[src/rtl/sdram_rw_arbiter.sv]
// Arbitrates the SDRAM command engine between refresh, camera write bursts and VGA read bursts.
// Latency: a request is decided in a one-cycle ARB slot, and the *_start pulse follows on the next cycle (done -> ARB -> start).
// Backpressure: requests are levels held until granted; the active burst is never preempted, it ends only on its own *_done.
// Ports: clk/rst_n; init_end; ref_req/wr_req/rd_req (levels); ref_done/wr_done/rd_done (pulses);
//        ref_start/wr_start/rd_start (pulses); wr_addr/rd_addr (burst start addresses); busy; frame_valid; wr_frame_end.
module sdram_rw_arbiter #(
  parameter int BURST_LEN   = 256,
  parameter int FRAME_WORDS = 307200,
  parameter int ADDR_W      = 22
) (
  input  logic              clk,
  input  logic              rst_n,
  input  logic              init_end,
  input  logic              ref_req,
  input  logic              wr_req,
  input  logic              rd_req,
  input  logic              ref_done,
  input  logic              wr_done,
  input  logic              rd_done,
  output logic              ref_start,
  output logic              wr_start,
  output logic              rd_start,
  output logic [ADDR_W-1:0] wr_addr,
  output logic [ADDR_W-1:0] rd_addr,
  output logic              busy,
  output logic              frame_valid,
  output logic              wr_frame_end
);

  typedef enum logic [2:0] {S_INIT, S_ARB, S_REF, S_WRITE, S_READ} state_t;

  localparam logic [ADDR_W:0] STEP  = (ADDR_W+1)'(BURST_LEN);
  localparam logic [ADDR_W:0] FRAME = (ADDR_W+1)'(FRAME_WORDS);

  state_t state, state_nxt;
  logic   entered;      // high during the first cycle of REF/WRITE/READ
  logic   rr_last_rd;   // 1: the last serviced burst was a read

  // One extra bit so the wrap compare cannot overflow near the top of the address space.
  logic [ADDR_W:0] wr_sum, rd_sum;
  logic            wr_wrap, rd_wrap, wr_fin, rd_fin;

  assign wr_sum  = {1'b0, wr_addr} + STEP;
  assign rd_sum  = {1'b0, rd_addr} + STEP;
  assign wr_wrap = (wr_sum >= FRAME);
  assign rd_wrap = (rd_sum >= FRAME);
  // Only the done of the active burst type counts; stray pulses fall through.
  assign wr_fin  = (state == S_WRITE) && wr_done;
  assign rd_fin  = (state == S_READ)  && rd_done;

  // State register
  always_ff @(posedge clk or negedge rst_n) begin
    if (!rst_n) state <= S_INIT;
    else        state <= state_nxt;
  end

  // Next-state logic
  always_comb begin
    state_nxt = state;
    unique case (state)
      S_INIT:  if (init_end) state_nxt = S_ARB;
      S_ARB: begin
        if (ref_req)
          state_nxt = S_REF;
        else if (wr_req && (!rd_req || !frame_valid || rr_last_rd))
          state_nxt = S_WRITE;
        else if (rd_req && frame_valid)
          state_nxt = S_READ;
      end
      S_REF:   if (ref_done) state_nxt = S_ARB;
      S_WRITE: if (wr_done)  state_nxt = S_ARB;
      S_READ:  if (rd_done)  state_nxt = S_ARB;
      default: state_nxt = S_INIT;
    endcase
  end

  // First-cycle flag and round-robin memory, both updated on the ARB decision.
  always_ff @(posedge clk or negedge rst_n) begin
    if (!rst_n) begin
      entered    <= 1'b0;
      rr_last_rd <= 1'b1;
    end else begin
      entered <= (state == S_ARB) && (state_nxt != S_ARB);
      if (state == S_ARB && state_nxt == S_WRITE) rr_last_rd <= 1'b0;
      if (state == S_ARB && state_nxt == S_READ)  rr_last_rd <= 1'b1;
    end
  end

  // Frame address counters; they only move at burst completion so the
  // address stays stable for the whole burst.
  always_ff @(posedge clk or negedge rst_n) begin
    if (!rst_n) begin
      wr_addr      <= '0;
      rd_addr      <= '0;
      frame_valid  <= 1'b0;
      wr_frame_end <= 1'b0;
    end else begin
      wr_frame_end <= 1'b0;
      if (wr_fin) begin
        if (wr_wrap) begin
          wr_addr      <= '0;
          wr_frame_end <= 1'b1;
          frame_valid  <= 1'b1;
        end else begin
          wr_addr <= wr_sum[ADDR_W-1:0];
        end
      end
      if (rd_fin) begin
        if (rd_wrap) rd_addr <= '0;
        else         rd_addr <= rd_sum[ADDR_W-1:0];
      end
    end
  end

  // Output logic
  always_comb begin
    ref_start = entered && (state == S_REF);
    wr_start  = entered && (state == S_WRITE);
    rd_start  = entered && (state == S_READ);
    busy      = (state == S_REF) || (state == S_WRITE) || (state == S_READ);
  end

endmodule

[config.mk]
export PLATFORM = sky130hd
export DESIGN_NAME = sdram_rw_arbiter
export DESIGN_NICKNAME = d
export VERILOG_FILES = /design/src/rtl/sdram_rw_arbiter.sv
export SDC_FILE = /design/constraint.sdc
export NUM_CORES = 1
export LEC_CHECK = 0
export CAP_MARGIN = 20
export CORE_ASPECT_RATIO = 1.2
export CORE_MARGIN = 2
export CORE_UTILIZATION = 40
export DETAILED_ROUTE_END_ITERATION = 7
export PLACE_DENSITY_LB_ADDON = 0.08
export SLEW_MARGIN = 0
export SYNTH_ARGS = -nofsm -noshare
export SYNTH_HDL_FRONTEND = slang
export SYNTH_SLANG_ARGS = --single-unit
[constraint.sdc]
create_clock -name clk -period 2 [get_ports clk]
set_input_delay 0.2 -clock clk [delete_from_list [all_inputs] [get_ports clk]]
set_output_delay 0.2 -clock clk [all_outputs]
set_load 0.05 [all_outputs]
-- Word level (Yosys, flattened, before mapping)
Index checks and enable logic that the tools add are counted.
- add/subtract/negate cells: 2
- $mul: 0
- div/mod/pow operators: 0
- magnitude comparators: 2
- eq/ne operators: 7
- shift-type cells: 0
- mux-type cells: 14
- bitwise gates (word level): 0
- reductions and logical operators: 19
- operators with widths (cell ; number):
    22-bit by 9-bit adder with 23-bit output (second input constant) ; 2
    23-bit by 19-bit >= comparator with 1-bit output (second input constant) ; 2
    22-bit 2-to-1 mux ; 2
    3-bit 2-to-1 mux ; 7
    3-bit one-hot mux with 5 select lines ; 1
    1-bit logical AND ; 10
    3-bit by 2-bit == test with 1-bit output (second input constant) ; 3
    3-bit == test (second input constant) ; 2
    1-bit logical OR ; 4
    1-bit 2-to-1 mux ; 4
    3-bit by 1-bit == test with 1-bit output (second input constant) ; 1
    3-bit logical NOT ; 1
    3-bit by 1-bit != test with 1-bit output (second input constant) ; 1
    1-bit logical NOT ; 2
    2-bit AND reduction ; 1
    2-bit nonzero test ; 1
- register bits after elaboration: 51
- latch bits: 0
- bits in writable memories: 0
- bits in read-only memories: 0
- input bits: 9
- output and inout port bits: 50
- memories: 0

-- Longest topological paths before layout
- word-level depth: 11
- mapped depth: 8
- mapped depth without buffers: 7

-- Worst setup path before layout
Ideal clock, no wire load.
- path type: reg2reg
- start: register wr_addr[8]
- end: register wr_addr[17]
- setup time: 0.104 ns
- arrival: 2.386 ns
- required time: 1.896 ns
- setup slack: -0.490 ns
- stages on the path, launching flop included: 8
- buffers on the path: 0
- clock period less this slack: 2.490 ns
- cell sequence: dfrtp_1 -> ha_1 -> and4_1 -> o2111ai_1 -> a21o_1 -> a211oi_4 -> o21ai_2 -> o41ai_2
- word-level cells in the longest chain between the ends: 3
- ends and longest elaborated chain (item ; RTL line ; RTL):
    start, declared ; 23 ; output logic [ADDR_W-1:0] wr_addr,
    start signal, assigned ; 105 ; wr_addr <= wr_sum[ADDR_W-1:0];
    22-bit by 9-bit adder with 23-bit output * ; 43 ; assign wr_sum = {1'b0, wr_addr} + STEP;
    23-bit by 19-bit >= comparator with 1-bit output ; 45 ; assign wr_wrap = (wr_sum >= FRAME);
    22-bit 2-to-1 mux * ; 100 ; if (wr_wrap) begin
Mark *: on every way between the ends. The rest lies on a longest branch, timed or not.
A chain may end at the register's enable or synchronous reset.

-- Worst setup path after layout
Ends and elaborated chain as after synthesis.

==> metrics.txt <==
status=finished with violations; failing checks=setup timing; fin cells=431; final hold vios=0; slew at the pin closest to its max-slew limit=508.6 ps; Gate power share=57.5%; hold buffers post-CTS=0; dpl cells=406; Post-synth top flop=dfrtp_1; Yosys reg bits=35; VDD IR-drop max=782.6 µV; Via Count=2351; power per cell area=1076 nW/µm²; worst-path cell chain=ha_4 > nand4_1 > buf_4 > a32o_2 > a211oi_4 > buf_6 > o21ai_4 > o41ai_2; type of the worst min-delay path=input port to async pin; synthesized area=2330 µm²; worst-path fanout max=5; Clock Path Buffers=2; Pint=0.002003 W; crit-path max cell delay=390 ps; sw frac=45.57%; routed vias/inst=5.455; CTS buffer count=5; crit share post-route=100.4%; EDFF count, synth=0; Net Sw Power=0.001677 W; Leak=1.546 nW; worst slack, placed=-153.7 ps; Crit. End Element=flop; drc violations=0; clock root buffer=clkbuf_8; Tot Pwr=0.003679 W; Placer Congestion=0.8893; DR WL/cell=15.22 µm; Die Span X=73.67 µm; Num Clock Sinks=35; sequential fraction of the synthesis area=37.65%; total track usage=20.11%; relative slew slack=65.99%; fin. max-slew vios=0; Buf/Inv on CP=2; pin count of the biggest net entering global routing=36; Reg clk slew, reported paths=80 ps; share of cells above drive strength 1=30.79%; Clk Latency, worst-skew pair=280 ps; Avg Cell Area, Syn=8.261 µm²; slowest CP cell=dfrtp_2; fill count=523; Detailed Route WL=6560 µm; # port buffers=42; multi-input logic area=1506 µm²; DRT Pass-1 Iters=4; die area=6453 µm²; DP Wirelength=4528 µm; Reg2Reg Depth=8; CTS tree=done; 1st-iter DRT viols=123; H-Tree Depth=2; Max Cap Viol=0; part of the power in the clock network=14.4%; R2R setup slack=-8 ps; Post-Syn Instances=282; Initial Utilization=41.38%; WS Path Type=flop to flop; initial antenna violation count=0; post-layout minimum cycle time=2008 ps; first-pass GRT wire length=10190 µm; setup ws final=-8.377 ps; number of antenna diodes=0; Max Clk Rate=497.9 MHz; nets=379; Post-DRT Antenna Nets=0; count of cell types in the netlist=52; setup tns final=-8.377 ps; vias in the first global route=2180; reg-to-reg startpoint=wr_addr[8]$_DFFE_PN0P_; RSZ-0062 raised after global routing=yes; row cnt=30; overall overflow remaining after global route=0; IO Pins=59; Top delay family on crit path=compound AO/OA/AOI/OAI gates; crit path launch type=flop; Synth async-reset ratio=100.0%; Req. time, crit path=2170 ps; CP Data Arrival Time=2180 ps; Layout area overhead=46.72%; Die H=87.60 µm; register share of total power=28.1%; sequential cell area=902.1 µm²; reg-to-reg endpoint=wr_addr[17]$_DFFE_PN0P_; Final Skew=8.569 ps; worst hold slack=338.7 ps; Synth warnings=0; Final setup viols=1; core area=5630 µm²
-- repair_timing --
item	in CTS	in global routing
setup endpoints to repair	8	23
pin swaps	2	19
buffers inserted	3	14
resized for setup	3	28
-- state kept, by name, indices dropped and copies added, names as in the netlist --
register / flops
entered: 1
frame_valid: 1
rd_addr: 14
rr_last_rd: 1
state: 3
wr_addr: 14
wr_frame_end: 1
-- cells by family after synthesis --
group                    Yosys count  share of synthesized area [%]
adder cells (fa/ha/maj)            4                          2.148
multiplexers                       3                          1.289
other                              1                         0.1610
XOR/XNOR                           3                          1.128
AND/OR/NAND/NOR                  136                          29.32
flip-flops                        35                          37.65
buffers and inverters             32                          7.895
AO/OA/AOI/OAI                     68                          20.41
-- cell usage in the layout, fill, tap and decap left out, types with 13 or more instances in the layout --
cell	instances
clkdlybuf4s50_1	38
dfrtp_2	20
nand2_1	40
o21ai_1	15
buf_4	41
dfrtp_1	14
nand3_1	13
nor2_1	16
conb_1	16
-- layer usage --
| layer | up-vias | GRT usage [%] | wire [µm] |
|---|---|---|---|
| li1 | 1153 | - | - |
| met1 | 1134 | 24.93 | 2830 |
| met2 | 53 | 35.31 | 3391 |
| met3 | 11 | 3.107 | 199 |
| met4 | 0 | 6.777 | 138 |
| met5 | - | 0 | 0 |
-- synthesized netlist by cell type, types with 3 or more instances --
master / count / area, µm²
dfrtp_1: 34 / 850.8
nand4_1: 4 / 25.02
nor4_1: 3 / 18.77
o31ai_1: 3 / 22.52
nor2_1: 19 / 71.32
mux2i_1: 3 / 30.03
and2_1: 12 / 75.07
a21oi_1: 10 / 50.05
a21o_1: 3 / 22.52
nor3b_1: 3 / 22.52
inv_1: 6 / 22.52
o21ai_0: 13 / 65.06
buf_2: 3 / 15.01
and3_1: 8 / 50.05
nor3_1: 12 / 60.06
o22ai_1: 3 / 18.77
clkbuf_1: 7 / 26.28
o221ai_1: 4 / 35.03
o21ai_1: 12 / 60.06
nand3_1: 15 / 75.07
buf_4: 16 / 120.1
nor2b_1: 3 / 18.77
nand2_1: 43 / 161.4
o2111ai_1: 3 / 26.28
ha_1: 4 / 50.05
o211ai_1: 5 / 37.54
-- power groups by stage --
stage | logic [W] | registers [W] | clock network, W
after floorplan | 0.000971 | 0.00135 | 0
after global placement | 0.00186 | 0.00105 | 0
after detailed placement | 0.00187 | 0.00106 | 0
after CTS | 0.00192 | 0.00103 | 0.000557
after global routing | 0.00228 | 0.00106 | 0.000579
final | 0.00212 | 0.00103 | 0.000530
-- stage by stage --
step	cell area (µm²)	util, %
after floorplan	2510	-
final	3418	60.71
after global routing	3418	60.71
after detailed placement	3077	54.64
after CTS	3206	56.93
after global placement	3077	54.64
-- layout make-up --
class / instances / area share [%]
well taps: 64 / 2.343
multi-input cells: 230 / 44.07
clock buffers: 7 / 2.526
clock inverters: 1 / 0.1464
repair buffers: 88 / 23.87
flip-flops and latches: 35 / 26.39
inverters: 6 / 0.6589
-- how the worst max path moves through the flow --
| stage | slack [ps] | from | end | depth (start not counted) |
|---|---|---|---|---|
| after global routing | -90 | wr_addr[8]$_DFFE_PN0P_ | wr_addr[17]$_DFFE_PN0P_ | 8 |
| after detailed placement | -150 | rd_addr[9]$_DFFE_PN0P_ | rd_addr[17]$_DFFE_PN0P_ | 7 |
| after global placement | -120 | rd_addr[8]$_DFFE_PN0P_ | rd_addr[17]$_DFFE_PN0P_ | 7 |
| after floorplan | -110 | wr_addr[9]$_DFFE_PN0P_ | wr_addr[17]$_DFFE_PN0P_ | 7 |
| final | -8 | wr_addr[8]$_DFFE_PN0P_ | wr_addr[17]$_DFFE_PN0P_ | 8 |
| after CTS | 2 | wr_addr[8]$_DFFE_PN0P_ | wr_addr[11]$_DFFE_PN0P_ | 8 |
(Power assumes the default switching activity.)
==> RTL change, RTL diff (same flow settings) <==
Change the parameter `ADDR_W` from 22 to 18.
--- a/src/rtl/sdram_rw_arbiter.sv
+++ b/src/rtl/sdram_rw_arbiter.sv
@@ -6,7 +6,7 @@
 module sdram_rw_arbiter #(
   parameter int BURST_LEN   = 256,
   parameter int FRAME_WORDS = 307200,
-  parameter int ADDR_W      = 22
+  parameter int ADDR_W      = 18
 ) (
   input  logic              clk,
   input  logic              rst_n,
Interface: changed (resized rd_addr and wr_addr); port bits go from 59 to 51. No check against the original RTL was run, so the function may have changed too.
==> RTL change against the unedited design <==
  * Via count down 40%
  * Sequential cell count is 8 lower
  * Synthesized area is 25% lower
  * Design area shrank 38%
  * Worst setup slack better by 0.15 ns
  * Routed wire length fell by 43%
  * Power down 52%
  * Sequential share of layout area rose by 5.4 points
  * Critical endpoint is now wr_addr[14]
  * Largest power group is now registers
==> RTL change: results (changes against the unedited design) <==
metric	value	unit	change
reg2reg_from	wr_addr[8]		
critical_path.reg2reg.endpoint	wr_frame_end		
io_buffers	34		-19%
vdd_drop_max	645	uV	-18%
min_path_type	input port to async pin		
cell_types_with_the_highest_counts_after_synthesis	sky130_fd_sc_hd__dfrtp_1, sky130_fd_sc_hd__nand2_1, sky130_fd_sc_hd__buf_4, sky130_fd_sc_hd__nor2_1, sky130_fd_sc_hd__a21oi_1		
cp-startpoint	wr_addr[14]		
dp_hpwl	2850	um	-37%
htree_num_levels	1		-1
relSlewSlack	64.9	%	-1.0 points
max_stage_delay	0.87	ns	+0.48 ns
status	finished, final reports clean		
cts_root_buf	sky130_fd_sc_hd__clkbuf_8		
placer_s_final_routability_congestion_estimate	0.873		-1.9%
via_count	1416		-40%
synth_async_sr_flop_share	100	%	unchanged
reg2reg_slack	0.26	ns	+0.27 ns
grt_antenna_before_repair	0		unchanged
cts.reportedPaths.clkPinSlew	0.09	ns	
dominantRegCellSynth	sky130_fd_sc_hd__dfrtp_1		
overall_global_routing_resource_usage	16.4	%	-3.7 points
synth_compound_gate_area_share	12.1	%	-8.3 points
reg2regPathDepth	6		-2
ys_types	50		-3.8%
seq_area_frac_synth	38.9	%	+1.2 points
detail_route.wl_per_cell	13.4	um	-12%
drt-initial-drc-count	43		-65%
setup_repair_bufs_after_cts	0		-3
yosysWarningCount	0		unchanged
reg_top3	rd_addr (10), wr_addr (10), state (3)		
critPathMaxFanout	10		+5
synth_mux_area_share	1.44	%	+0.15 points
clock_path_buffers	2		unchanged
vias_in_the_first_global_route	1420		-35%
layout-drive-gt1-share	9.82	%	-21 points
grt_max_degree	28		-22%
number_of_nets_in_the_final_layout	238		-37%
dr.pass1.iters	4		unchanged
clk-insertion-delay-late	0.27	ns	
leakagePower	0.000934	uW	-40%
tritoncts.num_buffers	3		-2
insertedDiodeCount	0		unchanged
cpMaxStageDelayCell	sky130_fd_sc_hd__clkdlybuf4s50_1		
path_delay_family	buffers and inverters		
crit_end	wr_addr[14]		
synth.area.top_cells	sky130_fd_sc_hd__dfrtp_1, sky130_fd_sc_hd__buf_4, sky130_fd_sc_hd__nand2_1, sky130_fd_sc_hd__xnor2_1, sky130_fd_sc_hd__a21oi_1		
clock_skew	0.00241	ns	-0.00616 ns
yosys.area_share.adder	2.88	%	+0.73 points
final_layout_fill_cell_count	427		-18%
synthXorXnorAreaFrac	5.03	%	+3.9 points
grt_first_pass_wirelength	6470	um	-37%
worst_ep_arrival_time	1.66	ns	-0.52 ns
==> RTL change: repair_timing <==
item,in CTS,in global routing
endpoints found under the setup margin,0,1
endpoints found under the hold margin,0,0
gates resized for setup,0,1
==> RTL change: power by group <==
group / internal, uW / leakage [uW] / switching (uW)
sequential: 609 / 0.000349 / 163
combinational: 239 / 0.000562 / 447
clock: 142 / 0.0000228 / 165
total: 990 / 0.000934 / 775
==> RTL change: metrics by stage <==
stage	area (sq um)	setup WS, ns	hold WS [ns]	instances	util, %
floorplan	1800	0.0557	-0.0956	207	-
global placement	2080	0.350	0.488	276	49.2
detailed placement	2080	0.282	0.498	276	49.2
CTS	2120	0.0671	0.318	280	50.2
global route	2130	0.0601	0.361	280	50.3
finish	2130	0.138	0.311	280	50.3
==> RTL change: cell families after synthesis <==
group | Yosys count
DFF | 27
adders and majority gates | 4
AOI/OAI and AO/OA | 35
buffers and inverters | 28
xor gates and xnor gates | 10
muxes | 2
other | 1
and+or+nand+nor | 85
==> RTL change: cell type report <==
cell class / instances / area, sq um / area share (%)
clock buffers: 4 / 45.0 / 2.12
inverters: 6 / 22.5 / 1.06
flip-flops and latches: 27 / 677 / 31.8
multi-input cells: 152 / 935 / 43.9
well taps: 56 / 70.1 / 3.29
repair buffers: 35 / 378 / 17.8
==> RTL change: per-layer routing <==
metal  up-vias  wire length (um)  global-route usage, %
met1       680              1580                   19.3
li1        703                 -                      -
met3         8                98                   2.66
met4         0                95                   7.02
met5         -                 0                      0
met2        25              1970                   29.1
==> RTL change: worst min-delay path by stage <==
stage                startpoint     endpoint  slack (ns)
floorplan                 rst_n      entered        -0.1
global placement    wr_addr[16]  wr_addr[16]        0.49
detailed placement  wr_addr[16]  wr_addr[16]        0.50
CTS                       rst_n  rd_addr[16]        0.32
global route              rst_n  rd_addr[13]        0.36
finish                    rst_n  rd_addr[16]        0.31
